`src/rtl/softmax_grad_stream.sv`:
```
// ============================================================================
// Module      : softmax_grad_stream
// Description : Streaming softmax backward pass. Takes NUM (y_i, g_i) beats,
//               buffers them and accumulates D = sum(y_j*g_j). It then emits
//               NUM beats of dx_i = y_i*(g_i - D), saturated to LEN bits.
//               The load and emit phases never overlap.
// Revision    : 1.0 - initial release
// ----------------------------------------------------------------------------
// Ports:
//   clk        rising-edge clock
//   rst_n      asynchronous active-low reset
//   in_valid   upstream beat valid
//   in_ready   high while loading (state LOAD)
//   in_y       y_i, unsigned Q2.14
//   in_g       g_i, signed, 14 fraction bits, LEN wide
//   out_valid  high while emitting (state EMIT)
//   out_ready  downstream accepts a beat
//   out_dx     dx_i, signed, 14 fraction bits, saturated, LEN wide
//   out_last   high on the beat carrying dx_{NUM-1}
//   busy       high unless idle in LOAD with cnt==0
// ============================================================================
`default_nettype none

module softmax_grad_stream #(
  parameter int NUM = 18,
  parameter int LEN = 16
) (
  input  logic           clk,
  input  logic           rst_n,
  input  logic           in_valid,
  output logic           in_ready,
  input  logic [15:0]    in_y,
  input  logic [LEN-1:0] in_g,
  output logic           out_valid,
  input  logic           out_ready,
  output logic [LEN-1:0] out_dx,
  output logic           out_last,
  output logic           busy
);

  localparam int LEVEL = $clog2(NUM);
  localparam int AW    = 16 + LEN + 1 + LEVEL;  // accumulator width
  localparam int PYG   = 16 + LEN + 1;          // y*g product width
  localparam int DW    = AW + 1;                // diff width
  localparam int PW    = DW + 17;               // y*diff product width

  localparam logic [LEVEL-1:0] LAST = LEVEL'(NUM - 1);

  typedef enum logic {LOAD = 1'b0, EMIT = 1'b1} state_t;

  state_t                state, state_nxt;
  logic [LEVEL-1:0]      cnt, cnt_nxt;
  logic signed [AW-1:0]  acc, acc_nxt;

  // Vector buffer; entries are always written before they are read.
  logic [15:0]           y_mem [NUM];
  logic [LEN-1:0]        g_mem [NUM];

  logic                  accept;
  logic                  emit_hs;

  // --------------------------------------------------------------------------
  // Load-side product: y is unsigned, so it is zero-extended; the product is
  // exact in PYG bits.
  // --------------------------------------------------------------------------
  logic signed [PYG-1:0] y_ext;
  logic signed [PYG-1:0] g_ext;
  logic signed [PYG-1:0] yg;

  assign y_ext = {{(LEN + 1){1'b0}}, in_y};
  assign g_ext = {{17{in_g[LEN-1]}}, in_g};
  assign yg    = y_ext * g_ext;

  assign in_ready  = (state == LOAD);
  assign out_valid = (state == EMIT);
  assign out_last  = (state == EMIT) && (cnt == LAST);
  assign busy      = !((state == LOAD) && (cnt == '0));
  assign accept    = in_valid && in_ready;
  assign emit_hs   = out_valid && out_ready;

  // --------------------------------------------------------------------------
  // FSM: state register
  // --------------------------------------------------------------------------
  always_ff @(posedge clk or negedge rst_n) begin
    if (!rst_n) begin
      state <= LOAD;
      cnt   <= '0;
      acc   <= '0;
    end else begin
      state <= state_nxt;
      cnt   <= cnt_nxt;
      acc   <= acc_nxt;
    end
  end

  // --------------------------------------------------------------------------
  // FSM: next state
  // --------------------------------------------------------------------------
  always_comb begin
    state_nxt = state;
    cnt_nxt   = cnt;
    acc_nxt   = acc;
    case (state)
      LOAD: begin
        if (accept) begin
          acc_nxt = acc + {{LEVEL{yg[PYG-1]}}, yg};
          if (cnt == LAST) begin
            state_nxt = EMIT;
            cnt_nxt   = '0;
          end else begin
            cnt_nxt   = cnt + LEVEL'(1);
          end
        end
      end
      EMIT: begin
        if (emit_hs) begin
          if (cnt == LAST) begin
            state_nxt = LOAD;
            cnt_nxt   = '0;
            acc_nxt   = '0;
          end else begin
            cnt_nxt   = cnt + LEVEL'(1);
          end
        end
      end
      default: begin
        state_nxt = LOAD;
        cnt_nxt   = '0;
        acc_nxt   = '0;
      end
    endcase
  end

  always_ff @(posedge clk) begin
    if (accept) begin
      y_mem[cnt] <= in_y;
      g_mem[cnt] <= in_g;
    end
  end

  // --------------------------------------------------------------------------
  // Emit datapath: purely combinational from buffer[cnt] and acc, so out_dx
  // holds automatically while the downstream stalls.
  // --------------------------------------------------------------------------
  logic [15:0]           y_rd;
  logic [LEN-1:0]        g_rd;
  logic signed [DW-1:0]  g_sh;
  logic signed [DW-1:0]  diff;
  logic signed [PW-1:0]  y_w;
  logic signed [PW-1:0]  d_w;
  logic signed [PW-1:0]  prod;
  logic signed [PW-1:0]  shr;
  logic [PW-LEN:0]       top;

  assign y_rd = y_mem[cnt];
  assign g_rd = g_mem[cnt];
  assign g_sh = {{(DW - LEN - 14){g_rd[LEN-1]}}, g_rd, 14'b0};
  assign diff = g_sh - {acc[AW-1], acc};
  assign y_w  = {{(PW - 16){1'b0}}, y_rd};
  assign d_w  = {{17{diff[DW-1]}}, diff};
  assign prod = y_w * d_w;
  assign shr  = prod >>> 28;     // floor of prod / 2^28

  // In range exactly when every bit from LEN-1 upward matches the sign.
  assign top = shr[PW-1:LEN-1];

  always_comb begin
    out_dx = shr[LEN-1:0];
    if (!((&top) || !(|top))) begin
      out_dx = shr[PW-1] ? {1'b1, {(LEN - 1){1'b0}}} : {1'b0, {(LEN - 1){1'b1}}};
    end
  end

endmodule

`default_nettype wire

```
`config.mk`:
```
export PLATFORM = sky130hd
export DESIGN_NAME = softmax_grad_stream
export DESIGN_NICKNAME = d
export VERILOG_FILES = /design/src/rtl/softmax_grad_stream.sv
export SDC_FILE = /design/constraint.sdc
export NUM_CORES = 2
export LEC_CHECK = 0
export CAP_MARGIN = 20
export CORE_MARGIN = 2
export CORE_UTILIZATION = 50
export CTS_BUF_LIST = sky130_fd_sc_hd__clkbuf_16
export CTS_CLUSTER_DIAMETER = 30
export CTS_CLUSTER_SIZE = 25
export DETAILED_ROUTE_END_ITERATION = 16
export GPL_ROUTABILITY_DRIVEN = 1
export HOLD_SLACK_MARGIN = 0.12
export MAX_ROUTING_LAYER = met4
export PLACE_DENSITY_LB_ADDON = 0.05
export RECOVER_POWER = 50
export SYNTH_ARGS = -nofsm -noshare
export SYNTH_HDL_FRONTEND = slang
export SYNTH_SLANG_ARGS = --single-unit
```
`constraint.sdc`:
```
create_clock -name clk -period 20.2 [get_ports clk]
set_input_delay 4.04 -clock clk [delete_from_list [all_inputs] [get_ports clk]]
set_output_delay 4.04 -clock clk [all_outputs]
set_load 0.02 [all_outputs]
```
# Word-level counts from Yosys, hierarchy flattened
# Memories as Yosys holds them, arrays and structs flattened.
# Cells that the tools add are included.
[op_classes]
addsub = 3
n_mul = 2
n_eq_ne = 4
n_mux = 17
bitwise = 1
n_reduce_logical = 12
[op_table]
columns = ["op", "n"]
rows = [
  ["$mux W38", 3],
  ["$pmux W38 S2", 1],
  ["$mul A17 B39 Y56", 1],
  ["$sub A30 B38 Y39", 1],
  ["$add A38 B38 Y38", 1],
  ["$mul A17 B16 Y33", 1],
  ["$mux W16", 2],
  ["$mux W5", 3],
  ["$reduce_and A13 Y1", 1],
  ["$reduce_or A13 Y1", 1],
  ["$pmux W5 S2", 1],
  ["$mux W1", 6],
  ["$ne A2 B1 Y1 const B", 3],
  ["$add A5 B1 Y5 const B", 1],
  ["$eq A5 B5 Y1 const B", 1],
  ["$logic_not A5 Y1", 1],
  ["$logic_and A1 B1 Y1", 4],
  ["$reduce_and A3 Y1", 1],
  ["$logic_not A1 Y1", 2],
  ["$pmux W1 S2", 1],
  ["$reduce_and A2 Y1", 1],
  ["$logic_or A1 B1 Y1", 1],
  ["$not A1 Y1", 1],
]
[totals]
regBits = 44
mem_bits_rw = 576
inputBits = 36
wordCells = 44
mem_count = 2
[memory_table]
columns = ["memory", "words", "width", "rd", "rd_ports_with_merged_regs", "wr", "line_no", "source"]
rows = [
  ["g_mem", 18, 16, 1, 0, 1, "57", "logic [LEN-1:0] g_mem [NUM];"],
  ["y_mem", 18, 16, 1, 0, 1, "56", "logic [15:0] y_mem [NUM];"],
]

# Longest topological paths before layout
# An unclocked memory read counts as a cell.
[logic_depth]
depth_word = 7
depth_mapped = 46
depth_no_buf = 38

# Least setup slack after synthesis
# Ideal clock, no wire load.
[synth_timing]
path_kind = "register -> output"
from = "register cnt[0]"
to = "output port out_dx[10]"
arrival_ps = 11326
required_ps = 16160
path_slack_ps = 4834
stages_incl_launch_ff = 43
n_path_buf = 10
path_cell_list = "dfrtp_1 > buf_2 > buf_2 > buf_2 > buf_2 > buf_2 > buf_1 > buf_2 > mux2_2 > a22oi_1 > o21ai_0 > ha_1 > a21o_1 > a21o_1 > a21oi_1 > o31a_1 > a31oi_4 > and3_1 > [... 7 more ...] > fa_1 > fa_1 > fa_1 > fa_1 > inv_1 > fa_1 > inv_1 > ha_1 > clkbuf_1 > and3_1 > nand3_1 > o41ai_2 > a31oi_1 > mux2i_1 > nor4_1 > a41oi_1 > buf_2 > a21oi_1"
[synth_between]
elab_chain_cells = 7
word_cells_on_any_way = 10
cone_classes = "1 x add/sub; 1 x mul; 2 x mux; 4 x reduce/logical; 2 x memory"
[synth_lines]
columns = ["item", "line_no", "source"]
rows = [
  ["start: declaration", "52", "logic [LEVEL-1:0] cnt, cnt_nxt;"],
  ["start signal: assignment", "91", "cnt <= cnt_nxt;"],
  ["$mem_v2 Z18 W16", "--", ""],
  ["$sub A30 B38 Y39", "158", "assign diff = g_sh - {acc[AW-1], acc};"],
  ["$mul A17 B39 Y56 *", "161", "assign prod = y_w * d_w;"],
  ["$reduce_or A13 Y1", "169", "if (!((&top) || !(|top))) begin"],
  ["$logic_not A1 Y1", "169", ""],
  ["$logic_or A1 B1 Y1", "169", ""],
  ["$mux W16 *", "169", ""],
  ["end: declaration", "36", "output logic [LEN-1:0] out_dx,"],
]
# Every way passes the cells marked *; elsewhere a longest branch is shown, timed or not.

# Worst setup path after layout
[layout_timing]
from = "register cnt[0]"
to = "output port out_dx[5]"
# The elaborated chain is that of the path after synthesis.

==> impl_metrics.json <==
{
  "run_status": "finished with violations",
  "violations": "capacitance limit, slew limit",
  "hold_depth": 2,
  "worst_pin_slew_ps": 3094,
  "post-route-drc-count": 0,
  "die_h_um": 340.3,
  "syn_inst": 5014,
  "io_buffers": 55,
  "max_stage_delay_ps": 920,
  "r2r-start": "cnt[0]",
  "slew_headroom": -1.063,
  "hold_viol": 0,
  "cp_max_fo": 37,
  "gp_congestion": 0.8779,
  "overflow": 0,
  "syn_area_um2": 56550,
  "ioPinCount": 56,
  "ys.warnings.count": 0,
  "stdcell_area_um2": 62620,
  "post-route-period-util": 0.8673,
  "grt_pass1_vias": 39060,
  "required_ps": 16160,
  "hpwl_mm": 104.2,
  "r2r_cells": 5,
  "async_reset_ff_frac": 0.07097,
  "vias": 36440,
  "ant_nets": 0,
  "clock_latency_ps": 670,
  "arrival_ps": 13480,
  "finalSetupViolations": 0,
  "synth_edf_count": 576,
  "die_w_um": 340.3,
  "wirelength_mm": 147.4,
  "area_growth_pct": 10.73,
  "htree_levels": 3,
  "synth_area_leaders": "edfxtp_1, fa_1, ha_1",
  "wire_per_inst_um": 22.18,
  "drt_iter0_markers": 2249,
  "setup_tns_ps": 0,
  "netlist.area_leader.share": 0.3059,
  "r2r-end": "y_mem[17][12]",
  "post_cts_resized": 0,
  "clock_sinks": 620,
  "placed_area_um2": 59150,
  "max_freq_mhz": 57.08,
  "grt_use_total": 0.2699,
  "routed_via_density": 5.482,
  "antenna_found_initial": 1,
  "dieArea_um2": 115800,
  "min_period_ps": 17520,
  "design.core.area_um2": 112300,
  "grt_max_degree": 77,
  "yosysUniqueCellTypes": 89,
  "row_count": 123,
  "cp-start-kind": "flop",
  "numCtsBuffers": 99,
  "critPathSlowestCell": "dfrtp_4",
  "hold_buffers": 0,
  "slew_viol_final": 1237,
  "fin_worst_skew_ps": 67.86,
  "cts_tree": "done",
  "diodes": 0,
  "path_class": "reg -> out",
  "nFillCells": 9770,
  "grt_pass1_wl_mm": 231.1,
  "ys_seq_area_frac": 0.3253,
  "place_ws_ps": 3243,
  "whs_endpoint": "acc[33]",
  "syn_avg_cell_area_um2": 11.28,
  "yosys.area.top_type": "edfxtp_1",
  "cts_buffer_depth": 3,
  "syn-num-nets": 6144,
  "post-cts-setup-buffer-count": 0,
  "crit_path_end_kind": "output port",
  "cap_violations": 35,
  "drive_above_1_share": 0.09714,
  "setup_ws_ps": 2681,
  "drt_pass1_iterations": 5,
  "min_path_type": "reg -> reg",
  "start_util": 0.5034,
  "reg2reg_slack_ps": 15470,
  "fin_nets": 6194,
  "hp-start": "acc[33]",
  "clk_pin_slew_ps": 50,
  "ys_seq_elements": 620,
  "crit_path_frequent_cell": "fa_1",
  "synthFlopType": "edfxtp_1",
  "cts-root-buf": "clkbuf_16",
  "rsz0062_at_grt": "no"
}
-- cells in the final DEF, fill, tap and decap left out, drive strengths merged, types with 15 or more instances in the layout --
cell type	instances
a211oi	15
a21o	59
a21oi	127
a22oi	62
a31oi	18
and2	158
and3	23
buf	71
bufinv	16
clkbuf	134
clkdlybuf4s50	20
clkinv	25
clkinvlp	17
dfrtp	44
dlygate4sd3	34
edfxtp	576
fa	773
ha	321
inv	979
mux2	65
mux4	128
nand2	621
nand2b	34
nand3	29
nor2	268
nor2b	28
nor3	20
o21a	25
o21ai	127
xnor2	99
xor2	67
-- kinds of logic (layout without fill, tap and decap cells) --
family          after synthesis  count (layout)  synth area share
fa+ha+maj                  1100            1100            0.3457
xor+xnor                    166             166           0.02617
simple gates               1248            1248           0.09896
mux                         197             197           0.06463
flops                       620             620            0.3253
buf+inv                    1163            1296           0.07821
compound gates              520             520           0.06098
-- cell usage after synthesis (all sizes together), types with 4 or more instances --
cell,count
inv,951
fa,773
nand2,621
edfxtp,576
ha,321
nor2,268
clkbuf,167
and2,158
mux4,128
a21oi,127
o21ai,127
xnor2,99
xor2,67
mux2,65
a22oi,62
a21o,59
buf,44
dfrtp,44
nand2b,34
nand3,29
nor2b,28
o21a,25
and3,23
nor3,20
a31oi,18
a211oi,15
or3,13
nand4,12
nor4,9
o21bai,9
o31ai,9
o211ai,8
a211o,7
and4,6
maj3,6
or2,6
or4,6
a221oi,5
o41ai,5
a221o,4
a311oi,4
mux2i,4
nand3b,4
nor3b,4
-- per-stage QoR --
| stage | std cells | util | hold WS [ps] |
|---|---|---|---|
| 2_1_floorplan | 5014 | - | 477.6 |
| 3_3_place_gp | 6457 | 0.5262 | 499.7 |
| 3_5_place_dp | 6459 | 0.5265 | 510.0 |
| 4_1_cts | 6643 | 0.5582 | 522.5 |
| 5_1_grt | 6647 | 0.5574 | 554.2 |
| 6_report | 6647 | 0.5574 | 514.8 |
-- state kept, by name, summed over array words and instances (netlist names) --
register and count:
y_mem 288, out_valid 1, acc 38, cnt 5, g_mem 288
-- critical path: cells and delay by family, from the launching register on --
family          cells  cell delay [ps]
simple gates        4              890
buf+inv             4             1260
fa+ha+maj           8             4340
compound gates     14             4470
flops               1              920
mux                 2              900
-- area by class of cell --
| type | instances | area (µm²) | share of cell area |
|---|---|---|---|
| Inverter | 952 | 3573 | 0.05707 |
| Clock buffer | 99 | 2477 | 0.03956 |
| Sequential cell | 620 | 18410 | 0.2940 |
| Timing Repair Buffer | 160 | 1260 | 0.02012 |
| Multi-Input combinational cell | 3231 | 33940 | 0.5420 |
| Tap cell | 1500 | 1877 | 0.02997 |
| Clock inverter | 85 | 1084 | 0.01730 |
-- routing by layer --
| metal | track usage | wire length [µm] |
|---|---|---|
| met1 | 0.3676 | 65870 |
| met2 | 0.4405 | 70800 |
| met3 | 0.02793 | 7432 |
| met4 | 0.06213 | 3332 |
| met5 | - | 0 |
-- worst max path at each step --
| stage | from | to | cells past startpoint |
|---|---|---|---|
| after floorplan | cnt[0] | out_dx[10] | 42 |
| after global placement | cnt[0] | out_dx[14] | 34 |
| after detailed placement | cnt[0] | out_dx[5] | 34 |
| after CTS | cnt[0] | out_dx[5] | 34 |
| after global routing | cnt[0] | out_dx[13] | 34 |
| final | cnt[0] | out_dx[5] | 32 |
Power is not shown: default switching activity piles up to over one toggle a cycle in this logic, so the estimate is an artifact.
